===== src/rtl/hazard_scoreboard_if.sv =====
// Issue/writeback/drain signal bundle between ID-stage control and the hazard scoreboard.
// Purely structural; no timing of its own.
// The scoreboard side (slave) computes hazard/issue combinationally from these inputs.
interface hazard_scoreboard_if;
  logic        id_valid;
  logic [3:0]  id_src1;
  logic [3:0]  id_src2;
  logic        id_two_src;
  logic        id_wb_en;
  logic [3:0]  id_dest;
  logic        id_s;
  logic        id_use_flags;
  logic        flush;
  logic        kill_valid;
  logic [3:0]  kill_dest;
  logic        kill_s;
  logic        wb_en;
  logic [3:0]  wb_dest;
  logic        flags_wr;
  logic        drain_req;
  logic        hazard;
  logic        issue;
  logic [15:0] pending;
  logic        drain_done;
  logic        err;

  modport master (
    output id_valid, id_src1, id_src2, id_two_src, id_wb_en, id_dest, id_s,
           id_use_flags, flush, kill_valid, kill_dest, kill_s, wb_en, wb_dest,
           flags_wr, drain_req,
    input  hazard, issue, pending, drain_done, err
  );

  modport slave (
    input  id_valid, id_src1, id_src2, id_two_src, id_wb_en, id_dest, id_s,
           id_use_flags, flush, kill_valid, kill_dest, kill_s, wb_en, wb_dest,
           flags_wr, drain_req,
    output hazard, issue, pending, drain_done, err
  );
endinterface


===== src/rtl/hazard_scoreboard.sv =====
// Per-register pending-write scoreboard that stalls ID on RAW/flag hazards and supports pipeline drain.
// Latency: hazard/issue are combinational; counters and drain state update on the next posedge.
// Backpressure: hazard holds ID when a source/flag is pending, a counter is saturated, or a drain is active.
module hazard_scoreboard #(
  parameter int CNT_W = 2
) (
  input  logic              clk,
  input  logic              rst,
  hazard_scoreboard_if.slave sb
);

  typedef enum logic [1:0] {RUN, DRAIN, DRAINED} state_t;

  localparam logic [CNT_W-1:0] CNT_MAX = '1;
  localparam logic [CNT_W-1:0] CNT_ONE = CNT_W'(1);

  logic [CNT_W-1:0] cnt      [16];
  logic [CNT_W-1:0] cnt_nxt  [16];
  logic [CNT_W-1:0] fcnt;
  logic [CNT_W-1:0] fcnt_nxt;
  logic             underflow;
  logic             all_zero_nxt;
  logic             err_q;
  state_t           state;
  state_t           state_nxt;

  logic src1_pend, src2_pend, flag_pend, dest_sat, flag_sat;

  // Apply +inc -dec to one counter; MSB of the result flags an underflow (value clamped to 0).
  function automatic logic [CNT_W:0] step(input logic [CNT_W-1:0] cur,
                                          input logic inc,
                                          input logic [1:0] dec);
    logic [CNT_W+1:0] sum;
    logic [CNT_W+1:0] dec_w;
    sum   = {2'b00, cur} + {{(CNT_W+1){1'b0}}, inc};
    dec_w = {{CNT_W{1'b0}}, dec};
    if (sum < dec_w) begin
      step = {1'b1, {CNT_W{1'b0}}};
    end else begin
      sum  = sum - dec_w;
      step = {1'b0, sum[CNT_W-1:0]};
    end
  endfunction

  // Hazard detection; a counter at 1 retiring this cycle is readable because the RF writes on negedge.
  always_comb begin
    src1_pend = (cnt[sb.id_src1] != '0) &&
                !((cnt[sb.id_src1] == CNT_ONE) && sb.wb_en && (sb.wb_dest == sb.id_src1));
    src2_pend = (cnt[sb.id_src2] != '0) &&
                !((cnt[sb.id_src2] == CNT_ONE) && sb.wb_en && (sb.wb_dest == sb.id_src2));
    flag_pend = (fcnt != '0) && !((fcnt == CNT_ONE) && sb.flags_wr);
    dest_sat  = (cnt[sb.id_dest] == CNT_MAX);
    flag_sat  = (fcnt == CNT_MAX);
    sb.hazard = sb.id_valid && !sb.flush &&
                (src1_pend || (sb.id_two_src && src2_pend) ||
                 (sb.id_use_flags && flag_pend) || (sb.id_wb_en && dest_sat) ||
                 (sb.id_s && flag_sat) || (state != RUN));
    sb.issue  = sb.id_valid && !sb.flush && !sb.hazard;
  end

  // Next counter values from issue increments and writeback/kill decrements.
  always_comb begin
    logic [CNT_W:0] res;
    underflow    = 1'b0;
    all_zero_nxt = 1'b1;
    for (int r = 0; r < 16; r++) begin
      res = step(cnt[r],
                 sb.issue && sb.id_wb_en && (sb.id_dest == 4'(r)),
                 {1'b0, sb.wb_en && (sb.wb_dest == 4'(r))} +
                 {1'b0, sb.kill_valid && (sb.kill_dest == 4'(r))});
      cnt_nxt[r] = res[CNT_W-1:0];
      underflow  = underflow | res[CNT_W];
      if (res[CNT_W-1:0] != '0) all_zero_nxt = 1'b0;
    end
    res       = step(fcnt, sb.issue && sb.id_s,
                     {1'b0, sb.flags_wr} + {1'b0, sb.kill_s});
    fcnt_nxt  = res[CNT_W-1:0];
    underflow = underflow | res[CNT_W];
    if (res[CNT_W-1:0] != '0) all_zero_nxt = 1'b0;
  end

  // Drain FSM next-state: empty is judged on post-update counter values.
  always_comb begin
    state_nxt = state;
    case (state)
      RUN:     if (sb.drain_req) state_nxt = DRAIN;
      DRAIN:   if (!sb.drain_req) state_nxt = RUN;
               else if (all_zero_nxt) state_nxt = DRAINED;
      DRAINED: if (!sb.drain_req) state_nxt = RUN;
      default: state_nxt = RUN;
    endcase
  end

  // State register, counters and sticky underflow error; reset discards everything at once.
  always_ff @(posedge clk or posedge rst) begin
    if (rst) begin
      for (int r = 0; r < 16; r++) cnt[r] <= '0;
      fcnt  <= '0;
      state <= RUN;
      err_q <= 1'b0;
    end else begin
      for (int r = 0; r < 16; r++) cnt[r] <= cnt_nxt[r];
      fcnt  <= fcnt_nxt;
      state <= state_nxt;
      err_q <= err_q | underflow;
    end
  end

  // Status outputs derived directly from registered state.
  always_comb begin
    for (int r = 0; r < 16; r++) sb.pending[r] = (cnt[r] != '0);
    sb.drain_done = (state == DRAINED);
    sb.err        = err_q;
  end

endmodule


===== src/flat_wrapper.sv =====
// flat-port wrapper written by rule: the top's interface ports become plain ports
module hazard_scoreboard_flat 
#(
  parameter int CNT_W = 2
)
  (clk, rst, sb_id_valid, sb_id_src1, sb_id_src2, sb_id_two_src, sb_id_wb_en, sb_id_dest, sb_id_s, sb_id_use_flags, sb_flush, sb_kill_valid, sb_kill_dest, sb_kill_s, sb_wb_en, sb_wb_dest, sb_flags_wr, sb_drain_req, sb_hazard, sb_issue, sb_pending, sb_drain_done, sb_err);
  hazard_scoreboard_if sb_i ();
  input  logic clk;
  input  logic rst;
  input wire logic [$bits(sb_i.id_valid)-1:0] sb_id_valid;
  input wire logic [$bits(sb_i.id_src1)-1:0] sb_id_src1;
  input wire logic [$bits(sb_i.id_src2)-1:0] sb_id_src2;
  input wire logic [$bits(sb_i.id_two_src)-1:0] sb_id_two_src;
  input wire logic [$bits(sb_i.id_wb_en)-1:0] sb_id_wb_en;
  input wire logic [$bits(sb_i.id_dest)-1:0] sb_id_dest;
  input wire logic [$bits(sb_i.id_s)-1:0] sb_id_s;
  input wire logic [$bits(sb_i.id_use_flags)-1:0] sb_id_use_flags;
  input wire logic [$bits(sb_i.flush)-1:0] sb_flush;
  input wire logic [$bits(sb_i.kill_valid)-1:0] sb_kill_valid;
  input wire logic [$bits(sb_i.kill_dest)-1:0] sb_kill_dest;
  input wire logic [$bits(sb_i.kill_s)-1:0] sb_kill_s;
  input wire logic [$bits(sb_i.wb_en)-1:0] sb_wb_en;
  input wire logic [$bits(sb_i.wb_dest)-1:0] sb_wb_dest;
  input wire logic [$bits(sb_i.flags_wr)-1:0] sb_flags_wr;
  input wire logic [$bits(sb_i.drain_req)-1:0] sb_drain_req;
  output wire logic [$bits(sb_i.hazard)-1:0] sb_hazard;
  output wire logic [$bits(sb_i.issue)-1:0] sb_issue;
  output wire logic [$bits(sb_i.pending)-1:0] sb_pending;
  output wire logic [$bits(sb_i.drain_done)-1:0] sb_drain_done;
  output wire logic [$bits(sb_i.err)-1:0] sb_err;
  assign sb_i.id_valid = sb_id_valid;
  assign sb_i.id_src1 = sb_id_src1;
  assign sb_i.id_src2 = sb_id_src2;
  assign sb_i.id_two_src = sb_id_two_src;
  assign sb_i.id_wb_en = sb_id_wb_en;
  assign sb_i.id_dest = sb_id_dest;
  assign sb_i.id_s = sb_id_s;
  assign sb_i.id_use_flags = sb_id_use_flags;
  assign sb_i.flush = sb_flush;
  assign sb_i.kill_valid = sb_kill_valid;
  assign sb_i.kill_dest = sb_kill_dest;
  assign sb_i.kill_s = sb_kill_s;
  assign sb_i.wb_en = sb_wb_en;
  assign sb_i.wb_dest = sb_wb_dest;
  assign sb_i.flags_wr = sb_flags_wr;
  assign sb_i.drain_req = sb_drain_req;
  assign sb_hazard = sb_i.hazard;
  assign sb_issue = sb_i.issue;
  assign sb_pending = sb_i.pending;
  assign sb_drain_done = sb_i.drain_done;
  assign sb_err = sb_i.err;
  hazard_scoreboard #(.CNT_W(CNT_W)) u_core (.clk(clk), .rst(rst), .sb(sb_i));
endmodule

===== config.mk =====
export PLATFORM = sky130hd
export DESIGN_NAME = hazard_scoreboard_flat
export DESIGN_NICKNAME = d
export VERILOG_FILES = /design/src/rtl/hazard_scoreboard_if.sv /design/src/rtl/hazard_scoreboard.sv /design/src/flat_wrapper.sv
export SDC_FILE = /design/constraint.sdc
export NUM_CORES = 1
export LEC_CHECK = 0
export ABC_AREA = 0
export BUFFER_PORTS_ARGS = -buffer_cell sky130_fd_sc_hd__buf_2
export CORE_ASPECT_RATIO = 1.25
export CORE_MARGIN = 2
export CORE_UTILIZATION = 45
export CTS_CLUSTER_SIZE = 14
export DETAILED_ROUTE_END_ITERATION = 7
export GPL_ROUTABILITY_DRIVEN = 0
export HOLD_SLACK_MARGIN = 0.12
export MAX_ROUTING_LAYER = met4
export PLACE_DENSITY_LB_ADDON = 0.3
export SYNTH_ARGS = -nofsm -noshare
export SYNTH_HDL_FRONTEND = slang
export SYNTH_SLANG_ARGS = --single-unit

===== constraint.sdc =====
create_clock -name clk -period 11.4 [get_ports clk]
set_input_delay 1.14 -clock clk [delete_from_list [all_inputs] [get_ports clk]]
set_output_delay 1.14 -clock clk [all_outputs]
set_load 0.03 [all_outputs]

# Word level (Yosys, flattened, before mapping)
# Index checks and enable logic that the tools add are counted.
# word_totals
regBits	37
in_bits	33
output_inout_bits	20
word_cells	332
# classes
addsub	51
n_lt_le_gt_ge	20
n_eq_ne	57
mux	48
bitwise	20
reduce_logical	117
# ops
cell	count
equality test 4 bit, second input constant	24
nonzero test 2 bit	37
logical AND 1 bit	65
adder 2 x 1 -> 3 bit	17
< comparator 3 x 2 -> 1 bit	17
2-to-1 mux 3 bit	17
equality test 4 x 3 -> 1 bit, second input constant	12
adder 1 x 1 -> 2 bit	17
subtractor 2 bit	17
binary-select mux 2 bit (select 4 bit)	3
equality test 4 x 2 -> 1 bit, second input constant	6
2-to-1 mux 2 bit	10
2-to-1 mux 1 bit	17
OR 1 bit	17
greater-or-equal comparator 5 bit, second input constant	3
inverter 4 -> 5 bit	3
equality test 4 x 1 -> 1 bit, second input constant	3
logical NOT 4 bit	3
equality test 2 x 1 -> 1 bit, second input constant	4
equality test 4 bit	2
equality test 2 bit, second input constant	3
one-hot mux 2 bit (3 select lines)	1
logical NOT 1 bit	5
logical OR 1 bit	5
other kinds (4)	5

# Longest topological paths before layout
# Gate-level depths: netlist (run 1).
# logic_depth
depth_word	44
ltp_mapped	18
mapped_depth_nobuf	15

# Worst setup path before layout (run 1)
# Ideal clock, no wire load.
# synth_path
kind	input port to flip-flop
startpoint	input sb_id_dest[0]
endpoint	register u_core.state[0]
setup_ps	120
arrival_ps	5153
required_ps	11280
path_slack_ps	6128
stages	15
n_path_buf	3
path_cell_list	clkbuf_1 mux4_2 mux4_2 a211o_1 buf_6 buf_8 nor4_1 ha_1 fa_1 xnor2_1 and2_1 or4_1 nor4_1 nand2_1 and3_1
# synth_rtl
element	line	source
from (decl)	flat_wrapper.sv:15	input wire logic [$bits(sb_i.id_dest)-1:0] sb_id_dest;
to (signal assigned)	hazard_scoreboard.sv:104	state <= state_nxt;
to (decl)	hazard_scoreboard.sv:24	state_t state;

==> flow_metrics.tcl, run 1 <==
set metrics [dict create \
    htreeDepth 2 \
    syn_inst 463 \
    ff2ff_setup_slack_ps 6370 \
    grt_pass1_vias 4034 \
    rsz0062_at_grt "false" \
    setup_viol 0 \
    pre_cts_ws_ps 5480 \
    clkSinkCount 37 \
    place_area_sq_um 4860 \
    avgSynthCellArea_sq_um 9.76 \
    ys_ff_latch 37 \
    reg2reg_depth 14 \
    ios 53 \
    fmax_mhz 177 \
    combinationalPowerShare_pct 48.1 \
    synth-edff-count 0 \
    skew_ps 5.55 \
    fp.dieH_microns 116 \
    holdBufCountCts 0 \
    die-area_sq_um 10900 \
    drt_first_pass_iters 5 \
    synth-main-ff-cell "dfrtp_1" \
    drive_gt1_share_pct 20.7 \
    cp.arrival_ps 5820 \
    fin_setup_tns_ps 0 \
    nets 626 \
    power.density_nw_per_um2 138 \
    p_seq_share_pct 31.4 \
    p_leak_nw 2.48 \
    wl_mm 13.4 \
    cts_tree "built" \
    finalCriticalPeriod_ps 5640 \
    syn_area_sq_um 4520 \
    cp-start-kind "primary input" \
    hp-class "reg2reg" \
    final_max_slew_viol_count 0 \
    p_int_mw 0.388 \
    track_usage_pct 27.0 \
    slew-limit-headroom_pct 61.9 \
    cts-root-buf "clkbuf_16" \
    row_count 40 \
    synth_nets 581 \
    fin_cells 634 \
    p_sw_share_pct 43.9 \
    die_width_microns 93.6 \
    fin_ws_ps 5760 \
    area_delta_synth_final_pct 10.7 \
    coreArea_sq_um 9710 \
    path_clk_slew_ps 60 \
    grt_pass1_wl_mm 21.1 \
    crit_path_end_kind "flip-flop" \
    detail-route-antenna-nets 0 \
    grt.overflow.total 0 \
    hold_viol 0 \
    switchingPower_mw 0.303 \
    worst_slew_pin_slew_ps 572 \
    whs_path_depth 2 \
    dpl.hpwl_mm 10.8 \
    initial_core_util_pct 46.5 \
    clockPowerShare_pct 20.5 \
    cts_made_buffers 5 \
    drc_errors 0 \
    dp_cells 627 \
    post_cts_buffers 0 \
    port_buffers 52 \
    stdcell_area_sq_um 5000 \
    worst_hold_slack_ps 527 \
    maxCapViolCount 0 \
    cts_resized 0 \
    yosys_warnings 0 \
    avgViaCountPerCell 5.98 \
    vias 3792 \
    avgRoutedWirePerCell_microns 21.1 \
    synth_cell_types 46 \
    async_flop_share_pct 100 \
    peakVddDrop_mv 0.0570 \
    antenna_found_initial 0 \
    path_class "in2reg" \
    diodes 0 \
    crit_fanout 19 \
    worstSkewPairLatency_ps 290 \
    status "finished, final reports clean" \
    drt-initial-drc-count 234 \
    cp.required_ps 11580 \
    grt_start_max_net_pins 38 \
    clockBufferDepth 2 \
    fin_crit_sh_pct 49.5 \
    seq_area_frac_synth_pct 20.5 \
]
-- sequential cells by signal, summed over array words and instances (netlist names) --
register / flops
u_core.sb.err: 1
u_core.cnt: 32
u_core.state: 2
u_core.fcnt: 2
-- worst paths after layout --
check,startpoint,end
max reg2reg,u_core.cnt[27],u_core.state[0]
min,u_core.sb.err,u_core.sb.err
min reg2reg,u_core.sb.err,u_core.sb.err
max,sb_id_src2[1],u_core.state[0]
min in group asynchronous,rst,u_core.cnt[10]
max in group asynchronous,rst,u_core.cnt[3]
-- Yosys cell counts, types with 4 or more instances --
| cell type | n | area share, % |
|---|---|---|
| mux2i_1 | 5 | 1.1 |
| a22oi_1 | 6 | 1.0 |
| ha_1 | 68 | 19 |
| mux2_2 | 8 | 2.0 |
| nor2_1 | 45 | 3.7 |
| nand2_1 | 16 | 1.3 |
| nand3b_1 | 4 | 0.66 |
| nand2b_1 | 10 | 1.4 |
| clkbuf_1 | 10 | 0.83 |
| or2_2 | 18 | 2.5 |
| o21bai_1 | 10 | 1.7 |
| fa_1 | 17 | 7.5 |
| xnor2_1 | 22 | 4.3 |
| dfrtp_1 | 37 | 20 |
| nor3b_1 | 11 | 1.8 |
| mux4_1 | 5 | 2.9 |
| a21oi_1 | 6 | 0.66 |
| nor4_1 | 25 | 3.5 |
| and2_1 | 17 | 2.4 |
| nor3_1 | 12 | 1.3 |
| o22ai_1 | 6 | 0.83 |
| inv_1 | 49 | 4.1 |
| mux4_2 | 17 | 8.5 |
-- power by group through the flow --
stage	Sequential (mW)	Combinational, mW	Clock [mW]
detailed placement	0.217	0.331	0
global placement	0.215	0.326	0
global route	0.220	0.365	0.150
CTS	0.215	0.334	0.143
floorplan	0.186	0.256	0
finish	0.217	0.333	0.142
-- logic make-up (layout without fill, tap and decap cells) --
logic type	after synthesis	after routing	share of synthesized area (%)
adders and majority gates	85	85	26.4
xor gates and xnor gates	25	25	4.85
AOI/OAI and AO/OA	45	45	7.26
and+or+nand+nor	172	172	20.6
DFF	37	37	20.5
buffers and inverters	64	109	5.93
muxes	35	35	14.5
-- cells in the final DEF, fill, tap and decap left out, types with 8 or more instances in the layout --
cell type / count
nor4_1: 25
nor3_1: 12
or2_2: 18
o21bai_1: 10
xnor2_1: 22
nor3b_1: 11
inv_1: 49
fa_1: 17
mux2_2: 8
nand2b_1: 10
ha_1: 68
buf_2: 52
dfrtp_1: 37
nand2_1: 16
and2_1: 17
nor2_1: 45
mux4_2: 17
-- worst max-delay path: stages --
cell      delay, ps
buf_2           260
mux4_1          590
mux4_2          470
nand2_1          90
o221ai_2         90
a211o_1         510
nor4_1          530
ha_1            280
fa_1            450
xnor2_1         140
and2_1          160
or4_1           530
nor4_1          300
nand2_1          80
and3_1          190
-- cell type report --
type	count	area, sq um
multi-input cells	362	3320
well taps	126	158
fillers	924	4710
inverters	49	184
repair buffers	53	268
flip-flops and latches	37	926
clock buffers	7	143
-- per-stage QoR --
stage               total power [mW]  utilization (%)
global placement               0.541             50.0
global route                   0.736             51.5
detailed placement             0.549             50.0
floorplan                      0.442                -
finish                         0.691             51.5
CTS                            0.691             51.5
-- metal layers --
| metal | vias up | routed length [microns] | global-route usage, % |
|---|---|---|---|
| met5 | - | 0 | - |
| met4 | 0 | 740 | 16.2 |
| met3 | 57 | 796 | 3.77 |
| met2 | 175 | 6730 | 45.0 |
| met1 | 1829 | 5080 | 30.8 |
| li1 | 1731 | - | - |
No activity file was read; power rests on OpenSTA's default activity.
==> run 2, diff against run 1 <==
- clock period: 11.4 -> 5.3 ns (I/O delays scaled with it)
==> flow_metrics.tcl, run 2 (synthesized netlist as in run 1, its figures left out) <==
set metrics [dict create \
    status "finished, final reports clean" \
    grt.overflow.total 0 \
    rsz0062_at_grt "false" \
    grt_start_max_net_pins 38 \
    vias 3847 \
    reg_top3 "u_core.cnt x32, u_core.fcnt x2, u_core.state x2" \
    largest_reg_flops 32 \
    avgViaCountPerCell 5.99 \
    finalCriticalPeriod_ps 5120 \
    hold_viol 0 \
    p_sw_share_pct 42.2 \
    drc_errors 0 \
    hp-class "in2async" \
    cts_made_buffers 5 \
    layout_common_cells "68 x ha_1, 52 x buf_2, 49 x inv_1" \
    cts_tree "built" \
    drt-initial-drc-count 301 \
    area_delta_synth_final_pct 12.7 \
    fin_util_pct 52.4 \
    cp.arrival_ps 5300 \
    path_clk_slew_ps 60 \
    layout_commonest_cell "ha_1" \
    combinationalPowerShare_pct 47.0 \
    crit_buf_inv 1 \
    grt_pass1_vias 3969 \
    wl_mm 13.3 \
    cpMaxStageDelayCell "dfrtp_1" \
    fin_crit_sh_pct 96.6 \
    clkSinkCount 37 \
    power.density_nw_per_um2 303 \
    die-area_sq_um 10900 \
    place_area_sq_um 4910 \
    dp_cells 634 \
    ios 53 \
    maxCapViolCount 0 \
    crit_fanout 11 \
    final_max_slew_viol_count 0 \
    path_class "reg2reg" \
    holdBufCountCts 0 \
    crit_chain "mux4_2 > mux2_2 > a221oi_1 > o221ai_1 > a211o_1 > buf_4 > nor4_1 > ha_1 > fa_1 > nor3b_1 > o21bai_1 > o2111ai_1 > nor4_2 > nand2_1 > and3_1" \
    cp.required_ps 5480 \
    htreeDepth 2 \
    nets 633 \
    switchingPower_mw 0.651 \
    antenna_found_initial 0 \
    p_int_mw 0.890 \
    critPathMaxStageDelay_ps 520 \
    diodes 0 \
    drt_first_pass_iters 5 \
    fp.dieH_microns 116 \
    stdcell_area_sq_um 5090 \
    worstSkewPairLatency_ps 290 \
    die_width_microns 93.6 \
    row_count 40 \
    grt_pass1_wl_mm 20.6 \
    worst_slew_pin_slew_ps 535 \
    avgRoutedWirePerCell_microns 20.8 \
    cts-root-buf "clkbuf_16" \
    fin_cells 642 \
    clockBufferDepth 2 \
    path_delay_family "simple AND/OR/NAND/NOR gates" \
    peakVddDrop_mv 0.155 \
    track_usage_pct 26.4 \
    initial_core_util_pct 46.5 \
    clockPowerShare_pct 23.2 \
    slew-limit-headroom_pct 64.0 \
    fmax_mhz 195 \
    skew_ps 9.57 \
    crit_path_end_kind "flip-flop" \
    p_leak_nw 2.53 \
    post_cts_buffers 0 \
    worst_hold_slack_ps 348 \
    p_total_mw 1.54 \
    top_register "u_core.cnt" \
    p_seq_share_pct 29.8 \
    coreArea_sq_um 9710 \
    cp-start-kind "flip-flop" \
    setup_viol 0 \
    dpl.hpwl_mm 11.0 \
    drive_gt1_share_pct 22.1 \
    port_buffers 52 \
    detail-route-antenna-nets 0 \
]
==> run 2: tightest hold or removal path, stage by stage <==
cell   delay (ps)
buf_2          90
inv_1          40
buf_4         420
==> run 2: layer usage <==
metal	wire length, microns	vias up	GRT usage [%]	part of all wire, %
li1	-	1745	-	-
met1	5230	1885	30.2	39
met2	6500	159	44.0	49
met3	753	58	3.51	5.6
met4	860	0	15.7	6.4
met5	0	-	-	0
==> run 2: power by group through the flow <==
stage	clock network, mW	logic (mW)	registers [mW]
after floorplan	0	0.551	0.399
after global placement	0	0.707	0.458
after detailed placement	0	0.721	0.458
after CTS	0.361	0.725	0.453
after global routing	0.373	0.790	0.464
final	0.358	0.723	0.459
==> run 2: stage by stage <==
step / setup WS (ps) / setup TNS, ps
after floorplan: 638 / 0
after global placement: -118 / -198
after detailed placement: -268 / -485
after CTS: 6.74 / 0
after global routing: 89.0 / 0
final: 181 / 0
==> run 2: timing repair <==
action / 4_1_cts / 5_1_grt
resized for setup: 0 / 1
setup endpoints to repair: 0 / 2
endpoints found under the hold margin: 0 / 0
==> run 2: final timing paths <==
check                              start         endpoint  slack (ps)  cells past startpoint
min                                  rst    u_core.cnt[6]         350                      3
max in group asynchronous            rst   u_core.fcnt[0]        4590                      3
max reg2reg                u_core.cnt[9]  u_core.state[0]         180                     15
max                        u_core.cnt[9]  u_core.state[0]         180                     15
min in group clk            sb_drain_req  u_core.state[1]         490                      2
min reg2reg                u_core.sb.err    u_core.sb.err         540                      2
==> run 2: layout make-up <==
cell class	instances	area, sq um
Multi-Input combinational cell	362	3330
Clock buffer	7	143
Fill cell	931	4620
Inverter	49	184
Tap cell	126	158
Timing Repair Buffer	60	320
Clock inverter	1	30.0
Sequential cell	37	926
